## config.mk

```make
export PLATFORM = sky130hd
export DESIGN_NAME = sonar_trig_ctrl
export DESIGN_NICKNAME = d
export VERILOG_FILES = /design/src/rtl/sonar_trig_ctrl.sv
export SDC_FILE = /design/constraint.sdc
export NUM_CORES = 1
export LEC_CHECK = 0
export CORE_UTILIZATION = 50
export CTS_CLUSTER_DIAMETER = 50
export DETAILED_ROUTE_END_ITERATION = 16
export PLACE_DENSITY = 0.67
export SYNTH_ARGS = -nofsm -noshare
export SYNTH_HDL_FRONTEND = slang
export SYNTH_SLANG_ARGS = --single-unit
```

## constraint.sdc

```tcl
create_clock -name Clk -period 2.3 [get_ports Clk]
set_input_delay 0.345 -clock Clk [delete_from_list [all_inputs] [get_ports Clk]]
set_output_delay 0.345 -clock Clk [all_outputs]
set_load 0.01 [all_outputs]
```

## src/rtl/sonar_trig_ctrl.sv

```systemverilog
// Ultrasonic ranging initiator: trigger pulse, echo wait with timeout, echo-width timing
// in distance ticks, and an 8-bit distance published with one-cycle Valid/Err strobes.
module sonar_trig_ctrl #(
    parameter int TrigCycles = 500,
    parameter int TickDiv    = 2900,
    parameter int WaitMax    = 1500000,
    parameter int HoldCycles = 3000000,
    parameter int Auto       = 0
) (
    input  logic       Clk,
    input  logic       Rst_n,
    input  logic       Start,
    input  logic       Echo,
    output logic       Trig,
    output logic [7:0] Dist,
    output logic       Valid,
    output logic       Err,
    output logic       Busy
);

    localparam int TIMER_MAX = (TrigCycles > WaitMax)
                             ? ((TrigCycles > HoldCycles) ? TrigCycles : HoldCycles)
                             : ((WaitMax > HoldCycles) ? WaitMax : HoldCycles);
    localparam int TIMER_W = $clog2(TIMER_MAX + 1);
    localparam int TICK_W  = $clog2(TickDiv + 1);

    localparam logic [TIMER_W-1:0] TRIG_LAST = TIMER_W'(TrigCycles - 1);
    localparam logic [TIMER_W-1:0] WAIT_LAST = TIMER_W'(WaitMax - 1);
    localparam logic [TIMER_W-1:0] HOLD_LAST = TIMER_W'(HoldCycles - 1);
    localparam logic [TICK_W-1:0]  TICK_LAST = TICK_W'(TickDiv - 1);
    localparam bit                 AUTO_EN   = (Auto != 0);

    typedef enum logic [2:0] {
        S_IDLE,
        S_TRIG,
        S_WAIT_ECHO,
        S_MEASURE,
        S_HOLDOFF
    } state_t;

    state_t               state_q, state_d;
    logic [TIMER_W-1:0]   timer_q, timer_d;
    logic [TICK_W-1:0]    tick_q, tick_d;
    logic [7:0]           dcnt_q, dcnt_d;
    logic [7:0]           dist_q, dist_d;
    logic                 valid_q, valid_d;
    logic                 err_q, err_d;

    logic                 echo_meta_q, echo_s_q, echo_dly_q;
    logic                 echo_rise, echo_fall;
    logic                 tick_wrap;

    // Two-flop synchronizer plus one delay flop for edge detection
    always_ff @(posedge Clk or negedge Rst_n) begin
        if (!Rst_n) begin
            echo_meta_q <= 1'b0;
            echo_s_q    <= 1'b0;
            echo_dly_q  <= 1'b0;
        end else begin
            echo_meta_q <= Echo;
            echo_s_q    <= echo_meta_q;
            echo_dly_q  <= echo_s_q;
        end
    end

    assign echo_rise = echo_s_q & ~echo_dly_q;
    assign echo_fall = ~echo_s_q & echo_dly_q;
    assign tick_wrap = (tick_q == TICK_LAST);

    always_ff @(posedge Clk or negedge Rst_n) begin
        if (!Rst_n) begin
            state_q <= S_IDLE;
            timer_q <= '0;
            tick_q  <= '0;
            dcnt_q  <= '0;
            dist_q  <= '0;
            valid_q <= 1'b0;
            err_q   <= 1'b0;
        end else begin
            state_q <= state_d;
            timer_q <= timer_d;
            tick_q  <= tick_d;
            dcnt_q  <= dcnt_d;
            dist_q  <= dist_d;
            valid_q <= valid_d;
            err_q   <= err_d;
        end
    end

    always_comb begin
        state_d = state_q;
        timer_d = timer_q;
        tick_d  = tick_q;
        dcnt_d  = dcnt_q;
        dist_d  = dist_q;
        valid_d = 1'b0;
        err_d   = 1'b0;
        case (state_q)
            S_IDLE: begin
                if (Start || AUTO_EN) begin
                    state_d = S_TRIG;
                    timer_d = '0;
                end
            end
            S_TRIG: begin
                if (timer_q == TRIG_LAST) begin
                    state_d = S_WAIT_ECHO;
                    timer_d = '0;
                end else begin
                    timer_d = timer_q + 1'b1;
                end
            end
            S_WAIT_ECHO: begin
                if (echo_rise) begin
                    state_d = S_MEASURE;
                    tick_d  = '0;
                    dcnt_d  = '0;
                end else if (timer_q == WAIT_LAST) begin
                    state_d = S_HOLDOFF;
                    timer_d = '0;
                    err_d   = 1'b1;
                end else begin
                    timer_d = timer_q + 1'b1;
                end
            end
            S_MEASURE: begin
                // The falling-edge cycle still counts as an echo-high cycle, so a wrap
                // there contributes to the result (and can itself overrange).
                if (tick_wrap && (dcnt_q == 8'hFF)) begin
                    state_d = S_HOLDOFF;
                    timer_d = '0;
                    err_d   = 1'b1;
                end else if (echo_fall) begin
                    state_d = S_HOLDOFF;
                    timer_d = '0;
                    dist_d  = dcnt_q + {7'd0, tick_wrap};
                    valid_d = 1'b1;
                end else if (tick_wrap) begin
                    tick_d = '0;
                    dcnt_d = dcnt_q + 8'd1;
                end else begin
                    tick_d = tick_q + 1'b1;
                end
            end
            S_HOLDOFF: begin
                if (timer_q == HOLD_LAST) begin
                    state_d = S_IDLE;
                    timer_d = '0;
                end else begin
                    timer_d = timer_q + 1'b1;
                end
            end
            default: begin
                state_d = S_IDLE;
                timer_d = '0;
            end
        endcase
    end

    always_comb begin
        Trig = (state_q == S_TRIG);
        Busy = (state_q != S_IDLE);
    end

    assign Dist  = dist_q;
    assign Valid = valid_q;
    assign Err   = err_q;

endmodule

```

**Word level (Yosys, flattened, before mapping)**

Cells that the tools add are included.

- Eq/ne operators: 19
- Reduce and logical (&&, ||, !) cells: 9
- $add $sub $neg: 4
- Mux-type cells: 33
- Bitwise operators: 5

Operator list:

| kind | number |
|---|---|
| 22-bit 2-to-1 mux | 7 |
| 22-bit case mux with 5 select lines | 1 |
| 12-bit 2-to-1 mux | 4 |
| 8-bit 2-to-1 mux | 4 |
| 12-bit case mux with 2 select lines | 1 |
| 22-bit by 1-bit adder with 22-bit output (second input constant) | 1 |
| 22-bit by 21-bit == test with 1-bit output (second input constant) | 1 |
| 22-bit == test (second input constant) | 1 |
| 22-bit by 9-bit == test with 1-bit output (second input constant) | 1 |
| 3-bit 2-to-1 mux | 7 |
| 8-bit case mux with 2 select lines | 1 |
| 3-bit case mux with 5 select lines | 1 |
| 2-bit inequality test (second input constant) | 7 |
| 12-bit by 1-bit adder with 12-bit output (second input constant) | 1 |
| 12-bit == test (second input constant) | 1 |
| 5-bit AND reduction | 2 |
| 8-bit by 1-bit adder with 8-bit output | 1 |
| 8-bit by 1-bit adder with 8-bit output (second input constant) | 1 |
| 8-bit == test (second input constant) | 1 |
| 3-bit by 2-bit == test with 1-bit output (second input constant) | 2 |
| 1-bit 2-to-1 mux | 6 |
| 3-bit inequality test (second input constant) | 2 |
| 3-bit AND reduction | 2 |
| 4-bit AND reduction | 1 |
| other kinds (10) | 13 |

- Register bits: 58
- Word-level logic and storage cells: 80
- Bits of input ports: 4
- Output and inout bits: 12

**Depth between registers and ports, before layout**

Gate-level depths: netlist of run 1.

- Word-level depth: 5
- Gate-level depth with buffers: 9
- Mapped depth without buffers: 9

**Least setup slack after synthesis of run 1**

Ideal clock, no wire load.

- Path kind: flip-flop to flip-flop
- Start point: register timer_q[5]
- End point: register timer_q[11]
- Setup slack: 0.051 ns
- Cell stages (with the launch flop): 8
- Period minus slack after synthesis: 2.249 ns
- Setup time: 0.121 ns
- Data arrival time: 2.128 ns
- Buffers on the path: 1
- Cell sequence: dfrtp_1 > or4b_1 > or4_4 > o21ai_2 > and3_4 > buf_12 > o21ai_2 > a22o_1

- Longest elaborated chain between the ends: 4
- Elaborated cells on any way between the ends: 9
- Classes of those cells: add/sub: 1; eq/ne: 3; mux: 5

Ends and longest elaborated chain:

| item | RTL line | RTL |
|---|---|---|
| start, declared | 42 | `logic [TIMER_W-1:0] timer_q, timer_d;` |
| start signal, assigned | 81 | `timer_q <= timer_d;` |
| 22-bit by 1-bit adder with 22-bit output or 22-bit by 21-bit == test with 1-bit output (tied branches) | n/a |  |
| 22-bit 2-to-1 mux | 118 | `end else if (timer_q == WAIT_LAST) begin` |
| 22-bit 2-to-1 mux | 114 | `if (echo_rise) begin` |
| 22-bit case mux with 5 select lines (*) | 98 | `case (state_q)` |

Mark *: on every way between the ends. The rest lies on a longest branch, timed or not. The select of a mux whose other input is x is not followed.
A chain may end at the register's enable or synchronous reset.

**Final worst setup path of run 1**

- Start point: register timer_q[5]
- End point: register timer_q[8]

Same word-level chain as after synthesis.

==> run summary, run 1 <==
The run finished, with violations left. The checks that failed: negative setup slack. In the post-synthesis netlist, the cell with the most instances is dfrtp_1. The total chip power came out at just over 2000 uW. The number of antenna violations at the first check in global routing came out at 0. The signal on the critical path passes through or4b_1 > or4_4 > o21ai_4 > and3_4 > nor2_4 > a22o_1. The worst-case headroom to the max-slew limit is ~58%. Routability-driven placement finished with a final weighted congestion of around 0.9. The leakage power came out at between 0.0015 and 0.002 uW.

Using the TritonRoute via totals, the vias-per-cell ratio works out to about 5.9. The largest total area in the synthesized netlist belongs to dfrtp_1. The number of rows in the core area is 29. The worst vdd rail ir drop is 0.530 mV.

The net switching power figure is 427 uW. The worst register-to-register path has a setup slack of -0.03 ns. The count of endpoints failing hold in the final timing report was 0. The cell area after synthesis is 0.00327 mm^2. The largest single stage delay on the critical path is about 0.52 ns. The critical path launch point type is a register. Counting flops with a built-in enable in the synthesized netlist gives 0. The synthesis warning total came out at 0. Based on the critical path, the design can be clocked at up to 429 MHz.

The average wire per standard cell is 16.1 um. The number of top-level pins came out at 16. The global-route congestion overflow total came out at 0. The mean cell area of the mapped netlist came out at 9.22 um^2. The transition time at the pin with the least slew margin is around 0.63 ns.

The critical path runs through a total of 6 cells. The total DRC errors in the routed layout is 0. The data required time of the worst path came out at between 2 and 3 ns. The first-pass GRT wire length is 13500 um. The number of levels in the clock H-tree came out at 3. The first-pass iteration count of the detailed router is 5. The floorplan step defined a die boundary enclosing between 0.006 and 0.007 mm^2. The relative contribution of the clock network to total power came out at 48.8%. The critical path's top delay family is simple AND/OR/NAND/NOR gates. Sorting the synthesized cells by area gives the leading types as dfrtp_1, nand2_1, nor2_1, nand3_1, a22o_1. Counting flops with an async set or reset pin after synthesis yields a share of 100%. The fill cell instance count of the final layout is just over 500.

The power per unit of standard cell area came out at 508 mW/mm^2. The signed area change from the synthesized netlist to the final layout came out at 24.4%. Sequential cells were found to cover 44.3% of the synthesized design area. The clock skew after layout is 0.00690 ns.

The worst hold path class is input pin to asynchronous set/reset pin. In the final timing run, aggregate negative setup slack is -0.181 ns. The count of cell types in the netlist is 56.

The x dimension of the die is 82.9 um. The final worst-path setup slack is -0.0296 ns. The buffering stage count on the worst path with inverters included came out at 0. The switching part of the total came out at 20.6%. The via count came out at 2904. For this run, the leading register cell type out of synthesis is dfrtp_1. Cell internal power was estimated by the tool at 1640 uW.

The global-route usage over all layers came out at 24.4%. The vertical die dimension came out at approximately 83 um. The setup violation total in the final timing report is 12. The part of the power in registers is 49.5%.

The fraction of power consumed by combinational cells came out at between 1.5 and 2%. Setup repair after global routing could not meet its margin everywhere. The effective utilization at floorplan came out at 51.6%. The area of the core is 0.00635 mm^2. The clock sink count came out at 58. The clock tree buffer depth came out at 2. For the worst-skew pair, the clock arrives at the later sink with an insertion delay of 0.33 ns.

TritonCTS built the clock tree. After synthesis, the most frequently instantiated cells are dfrtp_1, nand2_1, nor2_1. The remaining antenna violation count came out at 0. The number of instances in the synthesized netlist is 355.

The number of hold buffers added after CTS came out at 0. The clock slew seen by the registers of the worst setup and hold paths is 0.06 ns. The synthesized net count came out at 364. CTS placed an instance of clkbuf_8 at the clock tree root. The detailed-placement wirelength estimate came out at 5460 um. The final clock period utilization by the worst path came out at 101%. The sort of element at the end of the critical path is a register. The worst register-to-register path ends at timer_q[8].

The cell with the largest stage delay on the worst path is or4b_1. Data arrives at the worst endpoint at 2.55 ns. The portion of synthesized cell area occupied by the leading cell type is 44.3%. The startpoint identified for the worst register-to-register timing path is timer_q[5].

The number of max-slew violations in the final report came out at 0. Counting cells, the worst reg-to-reg path comes to 6. The number of clock buffers inserted by TritonCTS came out at 9.

The max capacitance violation total came out at 0. In this run the worst path has a maximum fanout of 8. The count of buffers added on input and output ports is 15. The via count of the first global-routing pass is 2865. The fraction of layout cells with a size suffix above 1 is about a fifth. The antenna diode count is 0. The number of DRC violations after detailed-routing iteration 0 is 150. The total wirelength of the detailed-routed design came out at 7930 um. Entering global routing, the biggest net connects 34 pins.

Counting flops and latches in the post-synthesis netlist gives a little under 60. The smallest clock period supported by the final layout is computed as between 2 and 2.5 ns. The final standard cell utilization of the core came out at 64.2%. The net total in the final layout is 420. The critical path is of the register to register type.
[cell usage in the layout (no fill, tap or decap), types with 4 or more instances in the layout]
master	instances
clkbuf_8	9
a21oi_1	9
a211oi_1	5
nand3_2	4
nand3_1	22
xnor2_1	9
buf_4	36
xor2_1	11
o21ai_2	4
nor4_1	4
nor3_1	8
inv_1	8
a22o_1	11
o21ai_1	4
nor2b_1	4
a21o_1	4
and3_1	10
ha_1	5
clkdlybuf4s50_1	14
and4_1	4
and2_1	7
nand2_1	40
nor2_1	40
nand4_1	12
o21ai_0	10
dfrtp_1	58
[power by group through the flow]
stage               combinational, uW  sequential, uW  clock (uW)
floorplan                        5.65            1040           0
global placement                 36.5            1040           0
detailed placement               36.9            1040           0
CTS                              36.8            1020        1040
global route                     40.8            1020        1080
finish                           34.9            1020        1010
[flip-flops by register name (all words and copies together) (netlist names)]
name	flops
echo_dly_q	1
state_q	3
Dist	8
echo_meta_q	1
timer_q	22
echo_s_q	1
tick_q	12
Valid	1
dcnt_q	8
Err	1
[kinds of logic after synthesis]
family	Yosys count	share of synthesized area (%)
buf+inv	20	3.71
xor+xnor	20	5.35
flops	58	44.3
simple gates	180	28.8
compound gates	67	14.3
mux	5	1.64
fa+ha+maj	5	1.91
[routing by layer]
metal	vias to the layer above	wire length [um]	GRT usage [%]
li1	1408	-	-
met1	1383	3500	31.7
met2	99	3860	39.1
met3	14	435	6.46
met4	0	143	9.25
met5	-	0	0
[worst max path at each step]
stage / from / endpoint / slack (ns)
3_3_place_gp: timer_q[5] / timer_q[9] / 0.03
5_1_grt: timer_q[5] / timer_q[10] / -0.11
2_1_floorplan: timer_q[5] / timer_q[11] / 0.05
6_report: timer_q[5] / timer_q[8] / -0.03
3_5_place_dp: timer_q[5] / timer_q[8] / -0.003
4_1_cts: timer_q[5] / timer_q[13] / 0.0008
[what timing repair did]
item,in CTS,in global routing
pin swaps,1,12
gates cloned,1,1
gates resized for setup,6,24
setup buffers,0,1
setup endpoints to repair,14,22
[area by class of cell]
type                       count  area (um^2)  area share (%)
clock buffer                  11          131            3.22
clock inverter                 5         78.8            1.93
inverter                       8         30.0           0.737
multi-input combinational    279         1820            44.6
sequential                    58         1450            35.6
tap                           77         96.3            2.36
timing repair buffer          55          469            11.5
[through the flow]
stage	setup WS, ns	hold slack [ns]	cells	instance area (um^2)
3_5_place_dp	-0.00304	0.348	474	3730
3_3_place_gp	0.0287	0.336	474	3730
5_1_grt	-0.108	0.0654	493	4070
2_1_floorplan	0.0506	0.0494	355	3270
4_1_cts	0.000845	0.0418	491	3970
6_report	-0.0296	0.0249	493	4070
No activity file was read; power rests on OpenSTA's default activity.
==> inputs of run 2 (changes only) <==
- CELL_PAD_IN_SITES_DETAIL_PLACEMENT: not set -> 0
- CELL_PAD_IN_SITES_GLOBAL_PLACEMENT: not set -> 1
- CORE_UTILIZATION: 50 -> 42
- PLACE_DENSITY: 0.67 -> 0.71
- SLEW_MARGIN: not set -> 40
==> run summary, run 2 (synthesized netlist as in run 1, its figures left out) <==
The run finished with clean final reports. The critical path launch point type is a register. The clock tree buffer depth is 2 (unchanged).

The final standard cell utilization of the core is 54.6% (-9.5 points). Setup repair after global routing could not meet its margin everywhere. The fill cell instance count of the final layout is 675 (+34%).

The clock skew after layout came out at 0.00849 ns (+0.00159 ns). The effective utilization at floorplan came out at 44.2% (-7.4 points). The clock slew seen by the registers of the worst setup and hold paths is 0.07 ns (about the same). The number of rows in the core area is 31 (+6.9%). The non-filler instance count after layout was 517 (+4.9%). The power per unit of standard cell area came out at 497 mW/mm^2 (-2.0%).

The x dimension of the die is 90.3 um (+8.9%). The minimum period implied by the final worst setup slack was 2.28 ns (-0.0477 ns). The worst-case headroom to the max-slew limit came out at 64.0% (+6.0 points). The part of the power in registers is 50.9% (+1.4 points). The largest net degree at the start of global routing came to 59 (+74%). The number of max-slew violations in the final report came out at 0 (unchanged). The number of DRC violations after detailed-routing iteration 0 is 143 (-4.7%). The type of the worst setup path is register to register. The number of hold buffers added after CTS came out at 0 (unchanged). Among cell families on the critical path, the largest total delay comes from simple AND/OR/NAND/NOR gates.

The via count of the first global-routing pass is 2803 (-2.2%). The setup violation total in the final timing report is 0 (-12). The worst vdd rail ir drop came out at 0.371 mV (-30%). The number of levels in the clock H-tree came to 3 (unchanged). The number of antenna violations at the first check in global routing came to 0 (unchanged). The most common cell after layout, fill and taps aside is dfrtp_1. The maximum clock rate is 438 MHz (+2.1%).

The maximum fanout along the worst path is 12 (+4). The number of port buffers came to 15 (unchanged). The average wire per standard cell was 15.9 um (-1.2%). The data required time of the worst path is 2.53 ns (about the same). The internal cell power is 1590 uW (-3.1%). The total wirelength of the detailed-routed design is 8220 um (+3.6%). The antenna diode count came out at 0 (unchanged). The net total in the final layout is 422 (+0.48%). The buffering stage count on the worst path with inverters included was 0 (unchanged). The first-pass iteration count of the detailed router was 5 (unchanged). The count of endpoints failing hold in the final timing report is 0 (unchanged). The detailed-placement wirelength estimate came out at 5590 um (+2.2%).

The biggest cell delay along the critical path came to 0.51 ns (about the same). The number of clock buffers inserted by TritonCTS was 9 (unchanged). Walking the worst path, the cells encountered are or4b_1 > or4_4 > o21ai_4 > and3_4 > nor2_4 > a31o_1. The via count came out at 2861 (-1.5%). TritonCTS built the clock tree.

The net switching power figure is 423 uW (-0.87%). The clock sink count came to 58 (unchanged). The leakage power is 0.00177 uW (-1.8%).

The worst hold path class is input pin to asynchronous set/reset pin. In this run the critical register-to-register path is launched from timer_q[5]. The first-pass GRT wire length came out at 13800 um (+1.6%). The global-route congestion overflow total was 0 (unchanged). The total DRC errors in the routed layout is 0 (unchanged). The fraction of power consumed by combinational cells is 1.7% (about the same). The number of vias per cell after detailed routing is 5.53 (-6.1%). The global-route usage over all layers came out at 21.4% (-3.0 points). The largest individual stage delay along the critical path comes from the cell or4b_1. Tracing the worst setup path back leads to its startpoint at timer_q[5]. The max capacitance violation total came out at 0 (unchanged). More flip-flops sit in one register than any other, and that register is timer_q. The number of top-level pins is 16 (unchanged). The final clock period utilization by the worst path came out at 99.2% (-2.1 points). The remaining antenna violation count is 0 (unchanged). The relative contribution of the clock network to total power came to 47.5% (-1.3 points). The area of the core is 0.00741 mm^2 (+17%). The cell count after placement is 495 (+4.4%). The switching part of the total came out at 21.0% (+0.37 points).

The overall die area came out at 0.00815 mm^2 (+19%). The number of flip-flops in the largest register was 22 (unchanged). The fraction of layout cells with a size suffix above 1 is 19.1% (-2.0 points). In the layout the commonest cells are dfrtp_1, nor2_1, nand2_1, buf_4, nand3_1.

The signal arrival time at the worst endpoint came out at 2.51 ns (-0.04 ns). The largest registers in the layout are timer_q (22), tick_q (12). The transition time at the pin with the least slew margin was 0.539 ns (-0.0894 ns).

STA classifies the critical path endpoint as a register. The area growth from synthesis to layout is 23.6%. The global placement routability congestion came out at 0.805 (-10%). The root buffer selected by CTS is clkbuf_8. The worst-skew pair later-pin latency came out at 0.34 ns (about the same).

The vertical die dimension was 90.3 um (+8.9%). The register-to-register path setup slack is 0.02 ns (+0.05 ns).
==> run 2: changes by cell type in the layout (fill, tap and decap cells not counted), moves of 2 or more <==
cell      delta
buf_4        +4
nand3_1      +4
nand3_2      -4
o21ai_0      +3
o21ai_1      -3
a21oi_1      +2
clkbuf_8     +2
o311ai_0     +2
==> run 2: per-layer routing <==
layer | share of wire (%) | wire (um) | global-route usage (%)
met4 | 1.4 | 112 | 6.45
met3 | 3.8 | 315 | 6.14
met2 | 48 | 3960 | 34.7
met5 | 0 | 0 | 0
met1 | 47 | 3830 | 27.9
==> run 2: path summary, 6_finish.rpt <==
kind | to | cells past startpoint
worst min-delay path | Dist[4] | 2
max in group asynchronous | tick_q[2] | 2
min in group Clk | echo_s_q | 0
worst max-delay path | timer_q[9] | 6
worst min register to register | echo_s_q | 0
worst max register to register | timer_q[9] | 6
==> run 2: power by group through the flow <==
stage               combinational [uW]  clock (uW)  sequential (uW)
floorplan                         5.65           0             1040
global placement                  34.8           0             1040
detailed placement                34.7           0             1040
CTS                               34.8         982             1020
global route                      39.4        1030             1020
finish                            33.5         956             1020
==> run 2: through the flow <==
stage | area (um^2) | total power, uW | TNS, ns | hold slack [ns] | setup WS [ns]
3_5_place_dp | 3740 | 1080 | -1.00 | 0.337 | -0.0823
4_1_cts | 3970 | 2040 | 0 | 0.192 | 0.0241
6_report | 4050 | 2010 | 0 | 0.0774 | 0.0181
2_1_floorplan | 3270 | 1050 | 0 | 0.0494 | 0.0506
5_1_grt | 4050 | 2100 | -1.54 | 0.103 | -0.101
3_3_place_gp | 3740 | 1080 | -0.954 | 0.335 | -0.0877
==> run 2: cell type report <==
type | count | area [um^2] | area share [%]
Tap cell | 99 | 124 | 3.06
Sequential cell | 58 | 1450 | 35.9
Multi-Input combinational cell | 279 | 1780 | 43.9
Timing Repair Buffer | 57 | 468 | 11.6
Inverter | 8 | 30.0 | 0.742
Clock inverter | 2 | 35.0 | 0.866
Clock buffer | 14 | 163 | 4.02
==> run 2: what timing repair did <==
item	4_1_cts	5_1_grt
endpoints found under the setup margin	17	22
pin swaps	1	1
cloned	1	1
buffers inserted	0	4
gates resized for setup	5	9
